[src/rtl/score_keeper.sv]
// ----------------------------------------------------------------------------
// score_keeper : goal counting, serve sequencing and winner latch for the game
// Revision     : 1.0
// ----------------------------------------------------------------------------
`default_nettype none

module score_keeper #(
  parameter int MAX_SCORE_W = 4,
  parameter int MAX_SCORE   = 9,
  parameter int SERVE_DELAY = 60,
  parameter int DELAY_W     = $clog2(SERVE_DELAY + 1)
) (
  input  logic                   clk_i,
  input  logic                   rst_ni,
  input  logic                   game_start_i,
  input  logic                   frame_tick_i,
  input  logic                   p_goal_i,
  input  logic                   e_goal_i,
  output logic [MAX_SCORE_W-1:0] p_score_o,
  output logic [MAX_SCORE_W-1:0] e_score_o,
  output logic                   ball_hold_o,
  output logic                   serve_o,
  output logic                   serve_dir_o,
  output logic                   p_win_o,
  output logic                   e_win_o
);

  localparam logic [1:0] ST_IDLE       = 2'd0;
  localparam logic [1:0] ST_SERVE_WAIT = 2'd1;
  localparam logic [1:0] ST_PLAY       = 2'd2;
  localparam logic [1:0] ST_GAME_OVER  = 2'd3;

  localparam logic [MAX_SCORE_W-1:0] C_MAX_SCORE = MAX_SCORE_W'(MAX_SCORE);
  localparam logic [MAX_SCORE_W-1:0] C_SCORE_ONE = MAX_SCORE_W'(1);
  localparam logic [DELAY_W-1:0]     C_DELAY     = DELAY_W'(SERVE_DELAY);
  localparam logic [DELAY_W-1:0]     C_DELAY_ONE = DELAY_W'(1);

  logic [1:0]             state_q, state_d;
  logic [DELAY_W-1:0]     cnt_q, cnt_d;
  logic [MAX_SCORE_W-1:0] p_score_q, p_score_d;
  logic [MAX_SCORE_W-1:0] e_score_q, e_score_d;
  logic                   dir_q, dir_d;
  logic                   p_win_q, p_win_d;
  logic                   e_win_q, e_win_d;
  logic                   hold_q, hold_d;
  logic                   serve_q, serve_d;
  logic [MAX_SCORE_W-1:0] w_p_inc;
  logic [MAX_SCORE_W-1:0] w_e_inc;

  assign w_p_inc = p_score_q + C_SCORE_ONE;
  assign w_e_inc = e_score_q + C_SCORE_ONE;

  always_ff @(posedge clk_i or negedge rst_ni) begin
    if (!rst_ni) begin
      state_q <= ST_IDLE;
    end else begin
      state_q <= state_d;
    end
  end

  // Next state together with the score/pause datapath; game_start_i outranks everything.
  always_comb begin
    state_d   = state_q;
    cnt_d     = cnt_q;
    p_score_d = p_score_q;
    e_score_d = e_score_q;
    dir_d     = dir_q;
    p_win_d   = p_win_q;
    e_win_d   = e_win_q;
    if (game_start_i) begin
      state_d   = ST_SERVE_WAIT;
      cnt_d     = C_DELAY;
      p_score_d = '0;
      e_score_d = '0;
      dir_d     = 1'b0;
      p_win_d   = 1'b0;
      e_win_d   = 1'b0;
    end else begin
      case (state_q)
        ST_SERVE_WAIT: begin
          if (frame_tick_i && (cnt_q != '0)) begin
            cnt_d = cnt_q - C_DELAY_ONE;
            if (cnt_q == C_DELAY_ONE) begin
              state_d = ST_PLAY;
            end
          end
        end
        ST_PLAY: begin
          if (p_goal_i || e_goal_i) begin
            cnt_d   = C_DELAY;
            state_d = ST_SERVE_WAIT;
            if (p_goal_i && !e_goal_i) begin
              p_score_d = w_p_inc;
              dir_d     = 1'b0;
              if (w_p_inc == C_MAX_SCORE) begin
                state_d = ST_GAME_OVER;
                p_win_d = 1'b1;
              end
            end else if (e_goal_i && !p_goal_i) begin
              e_score_d = w_e_inc;
              dir_d     = 1'b1;
              if (w_e_inc == C_MAX_SCORE) begin
                state_d = ST_GAME_OVER;
                e_win_d = 1'b1;
              end
            end
          end
        end
        default: begin
        end
      endcase
    end
  end

  // Serve fires only on the SERVE_WAIT to PLAY transition.
  always_comb begin
    hold_d  = (state_d != ST_PLAY);
    serve_d = (state_q == ST_SERVE_WAIT) && (state_d == ST_PLAY);
  end

  always_ff @(posedge clk_i or negedge rst_ni) begin
    if (!rst_ni) begin
      cnt_q     <= '0;
      p_score_q <= '0;
      e_score_q <= '0;
      dir_q     <= 1'b0;
      p_win_q   <= 1'b0;
      e_win_q   <= 1'b0;
      hold_q    <= 1'b1;
      serve_q   <= 1'b0;
    end else begin
      cnt_q     <= cnt_d;
      p_score_q <= p_score_d;
      e_score_q <= e_score_d;
      dir_q     <= dir_d;
      p_win_q   <= p_win_d;
      e_win_q   <= e_win_d;
      hold_q    <= hold_d;
      serve_q   <= serve_d;
    end
  end

  assign p_score_o   = p_score_q;
  assign e_score_o   = e_score_q;
  assign ball_hold_o = hold_q;
  assign serve_o     = serve_q;
  assign serve_dir_o = dir_q;
  assign p_win_o     = p_win_q;
  assign e_win_o     = e_win_q;

endmodule

`default_nettype wire

[config.mk]
export PLATFORM = sky130hd
export DESIGN_NAME = score_keeper
export DESIGN_NICKNAME = d
export VERILOG_FILES = /design/src/rtl/score_keeper.sv
export SDC_FILE = /design/constraint.sdc
export NUM_CORES = 1
export LEC_CHECK = 0
export ABC_AREA = 1
export CAP_MARGIN = 20
export CORE_MARGIN = 2
export CORE_UTILIZATION = 53
export DETAILED_ROUTE_END_ITERATION = 7
export PLACE_DENSITY = 0.76
export SLEW_MARGIN = 20
export SYNTH_ARGS = -nofsm -noshare
export SYNTH_HDL_FRONTEND = slang
export SYNTH_SLANG_ARGS = --single-unit
[constraint.sdc]
create_clock -name clk_i -period 1.9 [get_ports clk_i]
set_input_delay 0.38 -clock clk_i [delete_from_list [all_inputs] [get_ports clk_i]]
set_output_delay 0.38 -clock clk_i [all_outputs]
set_load 0.05 [all_outputs]
**Word level (Yosys, flattened, before mapping)**

Cells that the tools add are included.
Widths: inputs -> output; s select.

- Register bits: 21
- Bits of input ports: 6
- Output and inout port bits: 13
- Word-level logic and storage cells: 82

- Add/sub/neg operators: 3
- Equality and inequality tests: 10
- Multiplexer cells: 38
- Reduce and logical (&&, ||, !) cells: 22

Operators with widths:

| operator | number |
|---|---|
| $mux 4 | 9 |
| $mux 6 | 3 |
| $mux 1 | 16 |
| $mux 2 | 8 |
| $pmux 6 s2 | 1 |
| $reduce_bool 2->1 | 6 |
| $reduce_and 3->1 | 3 |
| $add 4x1->4 const B | 2 |
| $eq 4x4->1 const B | 2 |
| $reduce_and 4->1 | 2 |
| $eq 6x1->1 const B | 1 |
| $ne 3x3->1 const B | 2 |
| $reduce_bool 3->1 | 2 |
| $reduce_bool 6->1 | 1 |
| $sub 6x1->6 const B | 1 |
| $reduce_and 5->1 | 1 |
| $eq 2x2->1 const B | 2 |
| $logic_and 1x1->1 | 4 |
| $ne 2x2->1 const B | 2 |
| $pmux 2 s2 | 1 |
| $eq 2x1->1 const B | 1 |
| $logic_not 1->1 | 2 |
| $logic_or 1x1->1 | 1 |

**Depth between registers and ports, before layout**

- Depth after elaboration: 10
- Gate-level depth with buffers: 11
- Gate-level depth less buffers: 11

**Worst setup path before layout**

OpenSTA, ideal clock, no wires.

- Kind: flip-flop to flip-flop
- From: register e_score_q[0] (netlist: e_score_o[0])
- To: register state_q[1]
- Setup time: 119 ps
- Data arrival time: 1,513 ps
- Data required time: 1,781 ps
- Path slack: 268 ps
- Cell stages (with the launch flop): 10
- Buffers on the path: 0
- Period minus slack after synthesis: 1,632 ps
- Path through: dfrtp_1 -> inv_1 -> ha_1 -> nand3_1 -> nor2_1 -> nand2_1 -> nand3_1 -> nand2_1 -> nand3_1 -> and2_1

- Cells in the longest elaborated chain, start to end: 8

Ends and longest elaborated chain:

| item | line | source |
|---|---|---|
| start, declared | 41 | `logic [MAX_SCORE_W-1:0] e_score_q, e_score_d;` |
| start signal, assigned | 134 | `e_score_q <= e_score_d;` |
| $add 4x1->4 | 51 | `assign w_e_inc = e_score_q + C_SCORE_ONE;` |
| $eq 4x4->1 | 102 | `if (w_e_inc == C_MAX_SCORE) begin` |
| $mux 2 | 102 |  |
| $mux 2 | 99 | `end else if (e_goal_i && !p_goal_i) begin` |
| $mux 2 | 92 | `if (p_goal_i && !e_goal_i) begin` |
| $mux 2 | 89 | `if (p_goal_i \|\| e_goal_i) begin` |
| $pmux 2 s2 | 79 | `case (state_q)` |
| $mux 2 | 70 | `if (game_start_i) begin` |
| net state_d[1] | 38 | `logic [1:0] state_q, state_d;` |
| end signal, assigned | 57 | `state_q <= state_d;` |
| end, declared | 38 |  |

The timed path passes the listed nets, and every way through them passes these cells.
A chain may end at the register's enable or synchronous reset.

**Worst setup path in the final report**

- From: register dir_q (netlist: serve_dir_o)
- To: output port serve_dir_o

RTL lines:

| item | line | source |
|---|---|---|
| start, declared | 42 | `logic dir_q, dir_d;` |
| start signal, assigned | 135 | `dir_q <= dir_d;` |
| end, declared | 23 | `output logic serve_dir_o,` |

No word-level cell between the ends.

==> results_dict.tcl <==
set metrics [dict create \
    status "completed" \
    diodes 0 \
    core_area_mm2 0.00223 \
    maxCapViolations 0 \
    synthMuxAreaShare_pct 0 \
    clock_latency_ps 300 \
    gr-total-overflow 0 \
    wl_um 2460 \
    io_pins 19 \
    worstSetupPathType "flip-flop to output port" \
    crit_chain "clkdlybuf4s50_1" \
    postCtsSetupBuffers 0 \
    finClkSkew_ps 1.84 \
    layout_common_cells "29 x nand2_1, 24 x inv_1, 21 x nand3_1" \
    vias 1104 \
    yosysWarnings 0 \
    critPathMaxFanout 2 \
    yosysSeqAreaShare_pct 42.1 \
    crit_family "buffers and inverters" \
    synth_xor_area_share_pct 0.699 \
    dieWidth_um 52.6 \
    first_pass_iters 4 \
    synth_compound_area_share_pct 12.5 \
    cts_tree "built" \
    register_area_um2 527 \
    worstHoldPathType "input pin to async pin" \
    ant_nets 0 \
    r2r_start "state_q[0]" \
    clkTransAtPathRegs_ps 110 \
    synth_cells 158 \
    hold_viol_final 0 \
    layout_min_cycle_time_ps 1850 \
    synth_top_family_by_area "simple AND/OR/NAND/NOR gates" \
    crit_path_top_delay_cell "clkdlybuf4s50_1" \
    yosysUniqueCellTypes 27 \
    wl_per_cell_um 11.8 \
    cp_slowest_stage_delay_ps 800 \
    tns_ps 0 \
    cp.required_ps 1520 \
    setup_viol 0 \
    area_growth_pct 19.9 \
    hpwl_um 1960 \
    cts_buffer_depth 2 \
    final_common_cell "nand2_1" \
    multi_input_area_um2 618 \
    h-tree-depth 1 \
    gr-usage-all-layers_pct 21.1 \
    vdd_drop_max_v 0.000607 \
    gp_congestion 0.837 \
    port_buffers 18 \
    cts_buffers 3 \
    synth_seq_cells 21 \
    cp-startpoint "serve_dir_o" \
    fp.dieH_um 52.6 \
    yosys.area_share.simple_pct 27.2 \
    drc 0 \
    postLayoutCellArea_mm2 0.00150 \
    grt_pass1_vias 1095 \
    drt_iter0_drc 28 \
    initial_core_util_pct 56.1 \
    fmax_mhz 541 \
    antenna_found_initial 0 \
    grt_pass1_wl_um 4220 \
    cts_root_buf "clkbuf_4" \
    syn-num-nets 173 \
    fin_crit_sh_pct 97.3 \
    startpoint_type "flip-flop" \
    viasPerCell 5.28 \
    finish.net_count 197 \
    p_leak_uw 0.000764 \
    syn_area_mm2 0.00125 \
    hold_buffers 0 \
    grt_setup_unrepaired "no" \
    avgSynthCellArea_um2 7.93 \
    nFillCells 188 \
    maxSlewHeadroom_pct 66.0 \
    powerDensity_mw_per_mm2 1080 \
    place_area_mm2 0.00147 \
    worst_pin_slew_ps 510 \
    grt_start_max_net_pins 16 \
    drive_gt1_share_pct 14.9 \
    arrival_ps 1470 \
    rows 17 \
    cts_resized 0 \
    cp_num_buf_inv 1 \
    endpoint_kind "output port" \
    slew_viol_final 0 \
    dieArea_mm2 0.00277 \
    cts_num_sinks 21 \
    synthAdderAreaFrac_pct 8.99 \
]
synthesized netlist by cell type:
| master | instances | area share (%) |
|---|---|---|
| nand3_2 | 1 | 0.80 |
| nor2_2 | 2 | 1.0 |
| inv_4 | 1 | 0.50 |
| ha_1 | 9 | 9.0 |
| nand3b_1 | 1 | 0.60 |
| o21ai_0 | 14 | 5.6 |
| a21oi_2 | 1 | 0.70 |
| nor2_1 | 11 | 3.3 |
| and2_1 | 1 | 0.50 |
| or2_1 | 1 | 0.50 |
| nand2_2 | 3 | 1.5 |
| a21oi_1 | 3 | 1.2 |
| o21a_1 | 2 | 1.2 |
| nand4_1 | 3 | 1.5 |
| dfstp_2 | 1 | 2.1 |
| clkbuf_1 | 1 | 0.30 |
| inv_2 | 2 | 0.60 |
| inv_1 | 24 | 7.2 |
| o31ai_4 | 1 | 1.7 |
| dfrtp_1 | 20 | 40 |
| o21ai_1 | 1 | 0.40 |
| nand3_1 | 21 | 8.4 |
| o31ai_1 | 2 | 1.2 |
| xor2_1 | 1 | 0.70 |
| nor3_1 | 1 | 0.40 |
| o22ai_1 | 1 | 0.50 |
| nand2_1 | 29 | 8.7 |
per-stage QoR:
step / instances / worst slack [ps] / util (%) / hold WS [ps] / power (µW)
final: 209 / 50.4 / 67.2 / 386 / 1630
after global routing: 209 / 16.9 / 67.2 / 408 / 1760
after CTS: 209 / 21.8 / 67.0 / 390 / 1640
after detailed placement: 205 / 111 / 65.8 / 504 / 1430
after global placement: 205 / 147 / 65.8 / 476 / 1400
after floorplan: 158 / 268 / - / 84.4 / 1230
registers in the layout, summed over array words and instances (netlist names):
register / count
ball_hold_o: 1
cnt_q: 6
e_score_o: 4
e_win_o: 1
p_score_o: 4
p_win_o: 1
serve_dir_o: 1
serve_o: 1
state_q: 2
final timing paths:
| path | endpoint | slack (ps) | cells after the start |
|---|---|---|---|
| max in group asynchronous | p_score_o[1] | 990 | 2 |
| max reg2reg | cnt_q[2] | 240 | 10 |
| min in group clk_i | p_win_o | 520 | 1 |
| max | serve_dir_o | 50 | 1 |
| min reg2reg | p_win_o | 520 | 1 |
| min | cnt_q[2] | 390 | 1 |
where the power goes:
part	internal, µW	leakage [µW]	switching (µW)	total, µW
clock	78.4	0.0000177	133	212
combinational	277	0.000481	499	776
sequential	550	0.000265	88.8	639
final cells by class:
cell class,count,share of cell area (%)
Clock buffer,3,1.50
Sequential cell,21,35.1
Timing Repair Buffer,20,12.7
Tap cell,28,2.33
Multi-Input combinational cell,109,41.2
Clock inverter,1,0.333
Inverter,27,6.92
cell families after synthesis:
| logic type | Yosys count |
|---|---|
| AND/OR/NAND/NOR | 74 |
| AO/OA/AOI/OAI | 25 |
| adder cells (fa/ha/maj) | 9 |
| XOR/XNOR | 1 |
| flip-flops | 21 |
| buffers and inverters | 28 |
metal layers:
layer / track usage [%] / vias up / share of wire (%)
li1: - / 566 / -
met1: 23.6 / 520 / 45
met2: 39.0 / 14 / 51
met3: 2.57 / 4 / 2.3
met4: 9.83 / 0 / 1.3
met5: 0 / - / 0
No activity file was read; power rests on OpenSTA's default activity.
